--- config.mk ---
export PLATFORM = sky130hd
export DESIGN_NAME = wb_intercon
export DESIGN_NICKNAME = d
export VERILOG_FILES = /design/src/rtl/wb_pkg.sv /design/src/rtl/wb_timeout_cnt.sv /design/src/rtl/wb_intercon.sv
export SDC_FILE = /design/constraint.sdc
export NUM_CORES = 1
export LEC_CHECK = 0
export BUFFER_PORTS_ARGS = -buffer_cell sky130_fd_sc_hd__buf_2
export CAP_MARGIN = 40
export CORE_AREA = 5 5 109 111
export DETAILED_ROUTE_END_ITERATION = 7
export DIE_AREA = 0 0 114 116
export GPL_ROUTABILITY_DRIVEN = 1
export GPL_TIMING_DRIVEN = 0
export RECOVER_POWER = 100
export SYNTH_ARGS = -nofsm -noshare
export SYNTH_HDL_FRONTEND = slang
export SYNTH_SLANG_ARGS = --single-unit
--- constraint.sdc ---
create_clock -name clk -period 4.55 [get_ports clk]
set_input_delay 0.6825 -clock clk [delete_from_list [all_inputs] [get_ports clk]]
set_output_delay 0.6825 -clock clk [all_outputs]
set_load 0.01 [all_outputs]
--- src/rtl/wb_pkg.sv ---
// wb_pkg: shared state encoding, error causes and bus widths for wb_intercon
package wb_pkg;
    localparam int AW = 32;
    localparam int DW = 32;
    localparam logic [1:0] ERR_DECODE  = 2'd1;
    localparam logic [1:0] ERR_TIMEOUT = 2'd2;
    typedef enum logic [1:0] {IDLE, BUSY, DECERR, TOERR} state_t;
endpackage

--- src/rtl/wb_timeout_cnt.sv ---
// wb_timeout_cnt: counts unanswered BUSY cycles and flags the last allowed one
module wb_timeout_cnt #(
    parameter int TIMEOUT = 256
) (
    input  logic clk,
    input  logic rst,
    input  logic clear,
    input  logic run,
    output logic expired
);
    localparam int CW = $clog2(TIMEOUT);
    logic [CW-1:0] cnt;
    // restart on each accepted transfer, advance while the slave stays silent
    always_ff @(posedge clk or posedge rst)
        if (rst) cnt <= '0;
        else if (clear) cnt <= '0;
        else if (run) cnt <= cnt + 1'b1;
    assign expired = cnt == CW'(TIMEOUT - 1);
endmodule

--- src/rtl/wb_intercon.sv ---
// wb_intercon: single-master Wishbone classic decoder/router; WB_INTERCON_TIMEOUT_EN adds hung-slave timeout
module wb_intercon
    import wb_pkg::*;
#(
    parameter int                    N_SLAVES   = 5,
    parameter logic [N_SLAVES*32-1:0] SLAVE_BASE = {N_SLAVES{32'h0}},
    parameter logic [N_SLAVES*32-1:0] SLAVE_MASK = {N_SLAVES{32'hFFFFFF00}},
    parameter int                    TIMEOUT    = 256
) (
    input  logic                   clk,
    input  logic                   rst,
    input  logic                   m_cyc,
    input  logic                   m_stb,
    input  logic [AW-1:0]          m_adr,
    output logic                   m_ack,
    output logic                   m_err,
    output logic                   m_rty,
    output logic [DW-1:0]          m_dat,
    output logic [N_SLAVES-1:0]    s_stb,
    input  logic [N_SLAVES-1:0]    s_ack,
    input  logic [N_SLAVES-1:0]    s_err,
    input  logic [N_SLAVES-1:0]    s_rty,
    input  logic [N_SLAVES*DW-1:0] s_dat,
    output logic                   err_valid,
    output logic [AW-1:0]          err_addr,
    output logic [1:0]             err_cause,
    input  logic                   err_clr
);
    localparam int SW = N_SLAVES > 1 ? $clog2(N_SLAVES) : 1;
    state_t state, state_nxt;
    logic [SW-1:0] sel, hit_idx;
    logic hit, resp, expired, accept, err_entry;
    // address decode; scanning downwards lets the lowest matching slot win
    always_comb begin
        hit = 1'b0;
        hit_idx = '0;
        for (int k = N_SLAVES - 1; k >= 0; k--)
            if ((m_adr & SLAVE_MASK[32*k +: 32]) == SLAVE_BASE[32*k +: 32]) begin
                hit = 1'b1;
                hit_idx = SW'(k);
            end
    end
    assign resp      = s_ack[sel] | s_err[sel] | s_rty[sel];
    assign accept    = state == IDLE && m_cyc && m_stb && hit;
    assign err_entry = state_nxt == DECERR || state_nxt == TOERR;
    // next state and master/slave routing; only the latched slot is visible
    always_comb begin
        state_nxt = state;
        s_stb = '0;
        m_ack = 1'b0;
        m_err = 1'b0;
        m_rty = 1'b0;
        m_dat = '0;
        case (state)
            IDLE: if (m_cyc && m_stb) state_nxt = hit ? BUSY : DECERR;
            BUSY: begin
                s_stb[sel] = m_cyc & m_stb;
                m_ack = s_ack[sel];
                m_err = s_err[sel];
                m_rty = s_rty[sel];
                m_dat = s_dat[DW*sel +: DW];
                if (resp || !m_cyc) state_nxt = IDLE;
                else if (expired) state_nxt = TOERR;
            end
            default: begin
                m_err = 1'b1;
                state_nxt = IDLE;
            end
        endcase
    end
    // state register; the selection is held for the whole transfer
    always_ff @(posedge clk or posedge rst)
        if (rst) begin
            state <= IDLE;
            sel <= '0;
        end else begin
            state <= state_nxt;
            if (accept) sel <= hit_idx;
        end
    // keep the first unacknowledged error; a clear in the same cycle admits the new one
    always_ff @(posedge clk or posedge rst)
        if (rst) begin
            err_valid <= 1'b0;
            err_addr <= '0;
            err_cause <= '0;
        end else begin
            if (err_entry && (!err_valid || err_clr)) begin
                err_addr <= m_adr;
                err_cause <= state_nxt == TOERR ? ERR_TIMEOUT : ERR_DECODE;
            end
            err_valid <= err_entry | (err_valid & ~err_clr);
        end
`ifdef WB_INTERCON_TIMEOUT_EN
    wb_timeout_cnt #(.TIMEOUT(TIMEOUT)) u_to (
        .clk     (clk),
        .rst     (rst),
        .clear   (accept),
        .run     (state == BUSY && !resp),
        .expired (expired)
    );
`else
    logic unused_timeout;
    assign unused_timeout = |TIMEOUT;
    assign expired = 1'b0;
`endif
endmodule
Word level (Yosys, flattened, before mapping)
Index checks and enable logic that the tools add are counted.

word-level totals
  word-level logic and storage cells = 33
  register bits = 37
  bits of input ports = 212

operators by class
  equality and inequality tests = 3
  multiplexer cells = 11
  bitwise logic cells = 6
  reduce and logical (&&, ||, !) cells = 9

operator list
  cell                number
  $logic_not 32->1    1
  $mux 32             1
  $mux 2              4
  $eq 2x2->1 const B  2
  $mux 1              4
  $pmux 2 s2          1
  $logic_or 1x1->1    3
  $or 1x1->1          3
  $and 1x1->1         2
  $eq 2x1->1 const B  1
  $logic_and 1x1->1   2
  $logic_not 1->1     2
  $logic_not 2->1     1
  $pmux 1 s2          1
  $not 1->1           1

Depth between registers and ports, before layout
Gate-level depths: netlist (run 1).

  word-level depth = 8
  depth in mapped cells = 5
  gate-level depth less buffers = 4

Worst setup path after synthesis (run 1)
OpenSTA, ideal clock, no wires.

  path kind = input to register
  start = in m_adr[11]
  end = reg err_addr[10]
  path buffers = 1
  setup slack = 2.456 ns
  stages on the path = 5
  library setup time = 0.125 ns
  data arrival time = 1.969 ns
  path through = nor4_1 nand4_1 o211ai_4 buf_8 mux2_2

on the way
  longest elaborated chain between the ends = 8
  elaborated cells between the ends (all ways) = 9
  those cells by class = eq/ne: 2; mux: 4; reduce/logical: 3

RTL lines
  what                    line               text
  start: declaration      wb_intercon.sv:14  input logic [AW-1:0] m_adr,
  $logic_not 32->1 *      wb_intercon.sv:38  if ((m_adr & SLAVE_MASK[32*k +: 32]) == SLAVE_BASE[32*k +: 32]) begin
  $mux 1 *                wb_intercon.sv:38
  $mux 2 * (2 in a row)   wb_intercon.sv:55  IDLE: if (m_cyc && m_stb) state_nxt = hit ? BUSY : DECERR;
  $pmux 2 s2 *            wb_intercon.sv:54  case (state)
  $eq 2x2->1              wb_intercon.sv:45  assign err_entry = state_nxt == DECERR || state_nxt == TOERR;
  $logic_or 1x1->1 *      wb_intercon.sv:45
  $logic_and 1x1->1 *     wb_intercon.sv:87  if (err_entry && (!err_valid || err_clr)) begin
  end signal: assignment  wb_intercon.sv:88  err_addr <= m_adr;
  end: declaration        wb_intercon.sv:25  output logic [AW-1:0] err_addr,

Mark *: on every way between the ends. The rest lies on a longest branch, timed or not.
A chain may end at the register's enable or synchronous reset.

Worst setup path in the final report (run 1)
  start = in m_adr[21]
  end = reg err_addr[12]

The elaborated chain is that of the path after synthesis.

==> results of run 1 <==
## report_power, final
group / total, mW / switching (mW) / internal [mW]
clock: 0.293 / 0.129 / 0.164
combinational: 0.189 / 0.0996 / 0.0891
sequential: 0.418 / 0.0305 / 0.388
total: 0.900 / 0.259 / 0.641
## cells in the mapped netlist
| cell | instances |
|---|---|
| nor2_1 | 2 |
| conb_1 | 1 |
| mux2_4 | 18 |
| dfrtp_1 | 37 |
| and4bb_2 | 1 |
| and3_1 | 1 |
| o21ai_0 | 1 |
| nor3_1 | 1 |
| and2_1 | 35 |
| nor2b_1 | 1 |
| o211ai_4 | 1 |
| mux2_2 | 12 |
| buf_8 | 3 |
| nand2_1 | 1 |
| inv_1 | 1 |
| buf_4 | 4 |
| nand4_1 | 1 |
| mux2_1 | 2 |
| a21o_1 | 1 |
| nand2b_1 | 2 |
| clkbuf_1 | 3 |
| nand4bb_1 | 1 |
| nor4_1 | 6 |
| a32o_1 | 1 |
## final timing paths
| check | end | slack (ps) | cells past startpoint | startpoint |
|---|---|---|---|---|
| hold reg to reg | err_cause[0] | 470 | 1 | err_cause[0] |
| setup / recovery | err_addr[12] | 1550 | 6 | m_adr[21] |
| max in group asynchronous | err_addr[3] | 2910 | 2 | rst |
| min in group asynchronous | err_addr[6] | 800 | 2 | rst |
| setup reg to reg | err_addr[12] | 2460 | 4 | state[1] |
| hold / removal | err_cause[0] | 470 | 1 | err_cause[0] |
## sequential cells by signal, summed over array words and instances, names as in the netlist
name / count
err_addr: 32
err_cause: 2
state: 2
err_valid: 1
## area by class of cell
cell class / count / area [sq um]
Sequential cell: 37 / 925.9
Tap cell: 140 / 175.2
Clock buffer: 5 / 68.82
Buffer: 10 / 52.55
Multi-Input combinational cell: 92 / 737.0
Clock inverter: 3 / 46.29
Timing Repair Buffer: 142 / 638.1
Inverter: 1 / 3.754
Fill cell: 1202 / 8050
## worst reg2reg max path, cell delays in order (launching register included)
cell and delay (ps):
dfrtp_1 380, and4bb_2 250, o211ai_1 370, clkbuf_1 560, mux2_2 410
## cells by family after synthesis
group | Yosys count | share of synthesized area (%)
and+or+nand+nor | 52 | 18.02
DFF | 37 | 50.89
buffers and inverters | 11 | 4.952
AOI/OAI and AO/OA | 4 | 2.407
other | 1 | 0.2061
muxes | 32 | 23.52
## metal layers
metal	part of all wire (%)	up-vias
li1	-	763
met1	38	744
met2	53	58
met3	7.8	4
met4	0.97	0
met5	0	-
## stage by stage
step	cells	total power, mW	hold WS (ps)	utilization (%)
global route	430	0.9563	508.8	24.75
detailed placement	422	0.6669	461.9	25.39
finish	430	0.8999	473.7	24.75
floorplan	140	0.5503	504.1	-
CTS	430	0.9670	484.8	26.47
global placement	422	0.6602	448.8	25.39
==> flow_metrics.env, run 1 <==
export IMPL_area_delta_synth_final_pct=45.53
export IMPL_place_area_sq_mm=0.002716
export IMPL_grt_pass1_vias=1624
export IMPL_vias=1569
export IMPL_p_leak_nw=1.233
export IMPL_postCtsHoldBufs=0
export IMPL_end_kind="flip-flop"
export IMPL_finalCriticalPeriod_ps=2999
export IMPL_rsz0062_at_grt="no"
export IMPL_coreArea_sq_mm=0.01070
export IMPL_layout_commonest_cell="buf_2"
export IMPL_hpwlAfterDp_um=4687
export IMPL_gp_congestion=0.7147
export IMPL_cts_resized=0
export IMPL_drive_gt1_share_pct=37.93
export IMPL_cts_setup_buffers=0
export IMPL_boundaryPins=287
export IMPL_drc=0
export IMPL_worstPathCellList="buf_2 -> nor4_1 -> nand4_1 -> o211ai_1 -> clkbuf_1 -> mux2_2"
export IMPL_start_util_pct=17.01
export IMPL_wl_um=5642
export IMPL_cts_tree="yes"
export IMPL_grt_use_met2_pct=13.74
export IMPL_slew_headroom_pct=4.386
export IMPL_pre_cts_ws_ps=1799
export IMPL_cp_max_fo=10
export IMPL_setup_viol=0
export IMPL_tns_ps=0
export IMPL_antenna_found_initial=0
export IMPL_synth_cell_types=24
export IMPL_final_cell_mix="buf_2, clkbuf_1, dfrtp_1"
export IMPL_status="complete, no violations"
export IMPL_grt_busiest_layer="met2"
export IMPL_cts_buffer_depth=2
export IMPL_die_w_um=114
export IMPL_synth_top_area_share_pct=50.89
export IMPL_cp_top_family="simple AND/OR/NAND/NOR gates"
export IMPL_clkTransAtPathRegs_ps=90
export IMPL_ys_top_cells_by_area="dfrtp_1, mux2_4, and2_1"
export IMPL_critPathRequiredTime_ps=4730
export IMPL_fmax_mhz=333.4
export IMPL_synth_cells=137
export IMPL_yosysTopAreaCell="dfrtp_1"
export IMPL_worst_setup_path_type="in -> reg"
export IMPL_max_stage_delay_ps=700
export IMPL_crit_slowest_cell="o211ai_1"
export IMPL_grt_util_met1_pct=9.498
export IMPL_yosys_register_bits=37
export IMPL_final_hold_viol_count=0
export IMPL_slew_violations=0
export IMPL_ctsHtreeMaxLevel=2
export IMPL_rows=38
export IMPL_fin_crit_sh_pct=65.91
export IMPL_ys_seq_area_share_pct=50.89
export IMPL_use_met3_pct=2.089
export IMPL_ant_nets=0
export IMPL_cts_sinks=37
export IMPL_vias_per_cell=3.649
export IMPL_tightest_slew_ps=1433
export IMPL_grt_pass1_wl_um=8224
export IMPL_nNetsFinal=501
export IMPL_drt_iter0_drc=43
export IMPL_synth_area_sq_mm=0.001819
export IMPL_firstDrtPassIters=2
export IMPL_maxCapViolations=0
export IMPL_avgSynthCellArea_sq_um=13.28
export IMPL_clock_skew_final_ps=11.23
export IMPL_cts_root_buf="clkbuf_8"
export IMPL_startpoint_type="primary input"
export IMPL_globalRouteOverflowTotal=0
export IMPL_grt_max_degree=38
export IMPL_crit_arrival_ps=3180
export IMPL_dieArea_sq_mm=0.01322
export IMPL_crit_buf_inv=2
export IMPL_n_antenna_cell=0
export IMPL_port_buffer_count=142
export IMPL_powerDensity_mw_per_mm2=339.9
export IMPL_clkLatencyLatePin_ps=300
export IMPL_postLayoutSetupSlackWorst_ps=1551
export IMPL_min_path_type="reg -> reg"
export IMPL_grtUsageTotal_pct=7.935
export IMPL_die_h_um=116
export IMPL_peakVddDrop_mv=0.1609
export IMPL_cts_made_buffers=5
export IMPL_final_area_sq_mm=0.002648
export IMPL_wire_per_inst_um=13.12
export IMPL_ys_warnings_count=0
(Power assumes the default switching activity.)
==> run 2: changes to the inputs <==
--- a/config.mk
+++ b/config.mk
@@ -7,9 +7,9 @@
 export LEC_CHECK = 0
 export BUFFER_PORTS_ARGS = -buffer_cell sky130_fd_sc_hd__buf_2
 export CAP_MARGIN = 40
-export CORE_AREA = 5 5 109 111
+export CORE_AREA = 5 5 107 109
 export DETAILED_ROUTE_END_ITERATION = 7
-export DIE_AREA = 0 0 114 116
+export DIE_AREA = 0 0 112 114
 export GPL_ROUTABILITY_DRIVEN = 1
 export GPL_TIMING_DRIVEN = 0
 export RECOVER_POWER = 100
==> constraint.sdc (replaced) <==
create_clock -name clk -period 2.8 [get_ports clk]
set_input_delay 0.42 -clock clk [delete_from_list [all_inputs] [get_ports clk]]
set_output_delay 0.42 -clock clk [all_outputs]
set_load 0.01 [all_outputs]
==> run 2 against run 1 <==
Effect of this change: non-clock buffer count up 1; sequential share of layout area down 0.82 points; count of clock-buffer cells in the layout up 1; die area down 3.4%; critical endpoint is now m_dat[19].
==> flow_metrics.env, run 2 (synthesized netlist as in run 1, its figures left out) <==
export IMPL_postLayoutSetupSlackWorst_ps=607.0
export IMPL_fmax_mhz=456.0
export IMPL_cts_setup_buffers=0
export IMPL_cts_resized=0
export IMPL_die_w_um=112
export IMPL_wire_per_inst_um=12.86
export IMPL_final_hold_viol_count=0
export IMPL_boundaryPins=287
export IMPL_nNetsFinal=502
export IMPL_slew_headroom_pct=9.427
export IMPL_globalRouteOverflowTotal=0
export IMPL_rr_worst_depth=4
export IMPL_cp_max_fo=10
export IMPL_critPathRequiredTime_ps=2380
export IMPL_tns_ps=0
export IMPL_max_flop_register="err_addr"
export IMPL_fill_cells=1198
export IMPL_cts_sinks=37
export IMPL_drc=0
export IMPL_use_met3_pct=2.228
export IMPL_vias=1563
export IMPL_rows=38
export IMPL_powerDensity_mw_per_mm2=543.6
export IMPL_pre_cts_ws_ps=363.6
export IMPL_grt_util_met1_pct=9.109
export IMPL_grt_max_degree=25
export IMPL_ant_nets=0
export IMPL_clock_skew_final_ps=7.727
export IMPL_status="complete, no violations"
export IMPL_place_inst=423
export IMPL_grt_busiest_layer="met2"
export IMPL_drt_iter0_drc=22
export IMPL_die_h_um=114
export IMPL_grt_use_met2_pct=14.83
export IMPL_ctsHtreeMaxLevel=2
export IMPL_multi_input_area_sq_um=750.7
export IMPL_peakVddDrop_mv=0.2479
export IMPL_port_buffer_count=142
export IMPL_start_util_pct=17.31
export IMPL_crit_arrival_ps=1770
export IMPL_setup_viol=0
export IMPL_end_kind="primary output"
export IMPL_p_total_mw=1.474
export IMPL_coreArea_sq_mm=0.01051
export IMPL_layout_commonest_cell="buf_2"
export IMPL_final_cell_mix="buf_2, clkbuf_1, dfrtp_1"
export IMPL_vias_per_cell=3.626
export IMPL_cts_root_buf="clkbuf_8"
export IMPL_regArea_sq_um=925.9
export IMPL_top_regs="err_addr x32, err_cause x2, state x2"
export IMPL_wl_um=5541
export IMPL_postCtsHoldBufs=0
export IMPL_clkTransAtPathRegs_ps=70
export IMPL_grtUsageTotal_pct=8.130
export IMPL_largest_reg_flops=32
export IMPL_grt_pass1_vias=1636
export IMPL_maxCapViolations=0
export IMPL_min_path_type="in -> async"
export IMPL_final_area_sq_mm=0.002711
export IMPL_worst_setup_path_type="reg -> out"
export IMPL_finalCriticalPeriod_ps=2193
export IMPL_grt_pass1_wl_um=8162
export IMPL_rsz0062_at_grt="no"
export IMPL_fin_crit_sh_pct=78.32
export IMPL_drive_gt1_share_pct=41.24
export IMPL_cts_buffer_depth=2
export IMPL_gp_congestion=0.7776
export IMPL_clkLatencyLatePin_ps=280
export IMPL_cts_made_buffers=5
export IMPL_dieArea_sq_mm=0.01277
export IMPL_slew_violations=0
export IMPL_tightest_slew_ps=1359
export IMPL_startpoint_type="flip-flop"
export IMPL_firstDrtPassIters=2
export IMPL_p_leak_nw=1.302
export IMPL_n_antenna_cell=0
export IMPL_hpwlAfterDp_um=4762
export IMPL_final_cells=431
export IMPL_place_area_sq_mm=0.002736
export IMPL_antenna_found_initial=0
export IMPL_area_delta_synth_final_pct=49.04
export IMPL_cts_tree="yes"
-- run 2: cell types whose count changed in the layout (fill, tap and decap cells not counted), moves of 3 or more --
cell      previous run  this run
clkbuf_1            64        56
buf_2               84        90
and2_0              14        19
and2_1              21        16
buf_8                0         3
-- run 2: per-layer routing --
metal  share of wire, %  up-vias
li1                   -      763
met1                 39      740
met2                 54       55
met3                6.3        5
met4                1.1        0
met5                  0        -
-- run 2: final timing paths --
kind | from | to | slack [ps]
max | state[1] | m_dat[19] | 610
min | rst | err_addr[6] | 180
min in group clk | m_adr[1] | err_addr[1] | 340
max reg2reg | state[0] | err_addr[5] | 1240
max in group asynchronous | rst | state[1] | 980
min reg2reg | err_cause[0] | err_cause[0] | 480
-- run 2: critical path: stages, from the launching register on --
cell,delay [ps]
dfrtp_1,400
nor2b_1,440
clkbuf_1,320
and2_1,180
clkbuf_1,160
-- run 2: metrics by stage --
step	hold slack, ps	utilization (%)
2_1_floorplan	504.1	-
3_3_place_gp	446.0	25.85
3_5_place_dp	403.9	26.04
4_1_cts	87.73	27.19
5_1_grt	221.5	25.80
6_report	178.2	25.80
-- run 2: power breakdown --
part / internal (mW) / switching (mW) / total, mW
Combinational: 0.151 / 0.163 / 0.314
Sequential: 0.631 / 0.0475 / 0.678
Clock: 0.290 / 0.192 / 0.482
Total: 1.07 / 0.402 / 1.47
-- run 2: final cells by class --
type                       instances  area share, %
inverter                           1         0.1384
clock inverter                     2          1.384
multi-input combinational         92          27.69
clock buffer                       6          3.046
tap                              140          6.461
timing repair buffer             143          23.95
buffer                            10          3.184
sequential                        37          34.15
==> run 3: changes to the inputs <==
==> constraint.sdc (replaced) <==
create_clock -name clk -period 2.1 [get_ports clk]
set_input_delay 0.315 -clock clk [delete_from_list [all_inputs] [get_ports clk]]
set_output_delay 0.315 -clock clk [all_outputs]
set_load 0.01 [all_outputs]
==> run 3 against run 2 <==
Effect of this change: sequential share of layout area fell by 0.62 points; first-iteration DRC count grew 9.1%; utilization grew 0.48 points; critical path type unchanged; clock skew hardly changed; count of clock-buffer cells in the layout stayed put; sequential power up 34%; critical endpoint unchanged; wire length up 0.70%.
==> flow_metrics.env, run 3 (synthesized netlist as in run 1, its figures left out) <==
export IMPL_clkPwrFrac_pct=32.1
export IMPL_die_h_um=114
export IMPL_cts_root_buf="clkbuf_8"
export IMPL_area_delta_synth_final_pct=51.79
export IMPL_fin_crit_sh_pct=92.23
export IMPL_power_frac_seq_pct=45.3
export IMPL_cp_max_fo=10
export IMPL_globalRouteOverflowTotal=0
export IMPL_status="complete, no violations"
export IMPL_finalCriticalPeriod_ps=1937
export IMPL_drc=0
export IMPL_final_hold_viol_count=0
export IMPL_max_flop_register="err_addr"
export IMPL_dieArea_sq_mm=0.01277
export IMPL_min_path_type="in -> reg"
export IMPL_coreArea_sq_mm=0.01051
export IMPL_place_inst=423
export IMPL_combPwrFrac_pct=22.6
export IMPL_drive_gt1_share_pct=46.58
export IMPL_grt_pass1_wl_um=8183
export IMPL_slew_violations=0
export IMPL_drt_iter0_drc=24
export IMPL_ant_nets=0
export IMPL_die_w_um=112
export IMPL_largest_reg_flops=32
export IMPL_nNetsFinal=503
export IMPL_top_regs="err_addr x32, err_cause x2, state x2"
export IMPL_wire_per_inst_um=12.92
export IMPL_end_kind="primary output"
export IMPL_tns_ps=0
export IMPL_p_switching_mw=0.5425
export IMPL_setup_viol=0
export IMPL_rows=38
export IMPL_slew_headroom_pct=58.18
export IMPL_grt_max_degree=25
export IMPL_peakVddDrop_mv=0.3304
export IMPL_layout_commonest_cell="buf_2"
export IMPL_internal_power_mw=1.458
export IMPL_switching_share_pct=27.11
export IMPL_final_cells=432
export IMPL_hpwlAfterDp_um=4762
export IMPL_vias_per_cell=3.616
export IMPL_firstDrtPassIters=3
export IMPL_crit_arrival_ps=1620
export IMPL_fill_cells=1176
export IMPL_cts_sinks=37
export IMPL_port_buffer_count=142
export IMPL_powerDensity_mw_per_mm2=724.6
export IMPL_boundaryPins=287
export IMPL_multi_input_area_sq_um=787.0
export IMPL_rsz0062_at_grt="no"
export IMPL_antenna_found_initial=0
export IMPL_tightest_slew_ps=627.3
export IMPL_holdWs_ps=243.5
export IMPL_critPathRequiredTime_ps=1780
export IMPL_cts_tree="yes"
export IMPL_worst_setup_path_type="reg -> out"
export IMPL_maxCapViolations=0
export IMPL_ctsHtreeMaxLevel=2
export IMPL_clkLatencyLatePin_ps=280
export IMPL_clock_skew_final_ps=7.984
export IMPL_regArea_sq_um=925.9
export IMPL_final_cell_mix="buf_2, clkbuf_1, dfrtp_1"
export IMPL_clkTransAtPathRegs_ps=70
export IMPL_fmax_mhz=516.3
export IMPL_p_leak_nw=1.377
export IMPL_grt_pass1_vias=1640
export IMPL_start_util_pct=17.31
export IMPL_startpoint_type="flip-flop"
export IMPL_vias=1562
export IMPL_grtUsageTotal_pct=8.153
export IMPL_cts_buffer_depth=2
export IMPL_wl_um=5580
export IMPL_gp_congestion=0.7776
export IMPL_cts_made_buffers=5
export IMPL_n_antenna_cell=0
run 3: power by group through the flow:
| stage | logic [mW] | registers [mW] | clock network, mW |
|---|---|---|---|
| 2_1_floorplan | 0.212 | 0.980 | 0 |
| 3_3_place_gp | 0.519 | 0.910 | 0 |
| 3_5_place_dp | 0.529 | 0.917 | 0 |
| 4_1_cts | 0.533 | 0.905 | 0.683 |
| 5_1_grt | 0.492 | 0.922 | 0.704 |
| 6_report | 0.452 | 0.906 | 0.643 |
run 3: cell type report:
type	count	share of cell area, %
repair buffers	144	24.15
clock inverters	2	1.359
inverters	1	0.1359
flip-flops and latches	37	33.53
well taps	140	6.343
multi-input cells	92	28.50
plain buffers	10	2.990
clock buffers	6	2.990
run 3: layer usage:
metal	track usage, %	share of wire (%)	up-vias
li1	-	-	768
met1	9.142	39	734
met2	14.87	54	55
met3	2.228	6.3	5
met4	2.885	1.1	0
met5	0	0	-
run 3: per-stage QoR:
| stage | power, mW | util [%] | area [sq um] | setup slack [ps] |
|---|---|---|---|---|
| 4_1_cts | 2.122 | 27.30 | 2869 | 82.42 |
| 5_1_grt | 2.118 | 26.28 | 2761 | 4.307 |
| 3_3_place_gp | 1.429 | 25.85 | 2716 | -247.3 |
| 6_report | 2.001 | 26.28 | 2761 | 163.3 |
| 3_5_place_dp | 1.446 | 26.04 | 2736 | -231.4 |
| 2_1_floorplan | 1.192 | - | 1831 | 373.6 |
run 3: worst paths after layout:
path                                 to  depth (start not counted)    startpoint  slack, ps
setup / recovery              m_dat[19]                          4      state[1]        160
hold / removal              err_addr[7]                          2      m_adr[7]        240
setup reg to reg            err_addr[5]                          4      state[1]        530
hold reg to reg            err_cause[0]                          1  err_cause[0]        480
max in group asynchronous      state[1]                          4           rst        470
min in group asynchronous   err_addr[6]                          3           rst        620
run 3: timing repair:
item,CTS,global route
gates resized for setup,1,0
setup endpoints to repair,2,7
pin swaps,0,1
buffers inserted,0,0
cloned,0,0
hold endpoints to repair,13,0
hold buffers,1,0
run 3: worst max-delay path: stages, from the launching register on:
cell,delay [ps]
dfrtp_1,410
nor2b_2,290
clkbuf_1,300
and2_1,180
clkbuf_1,150
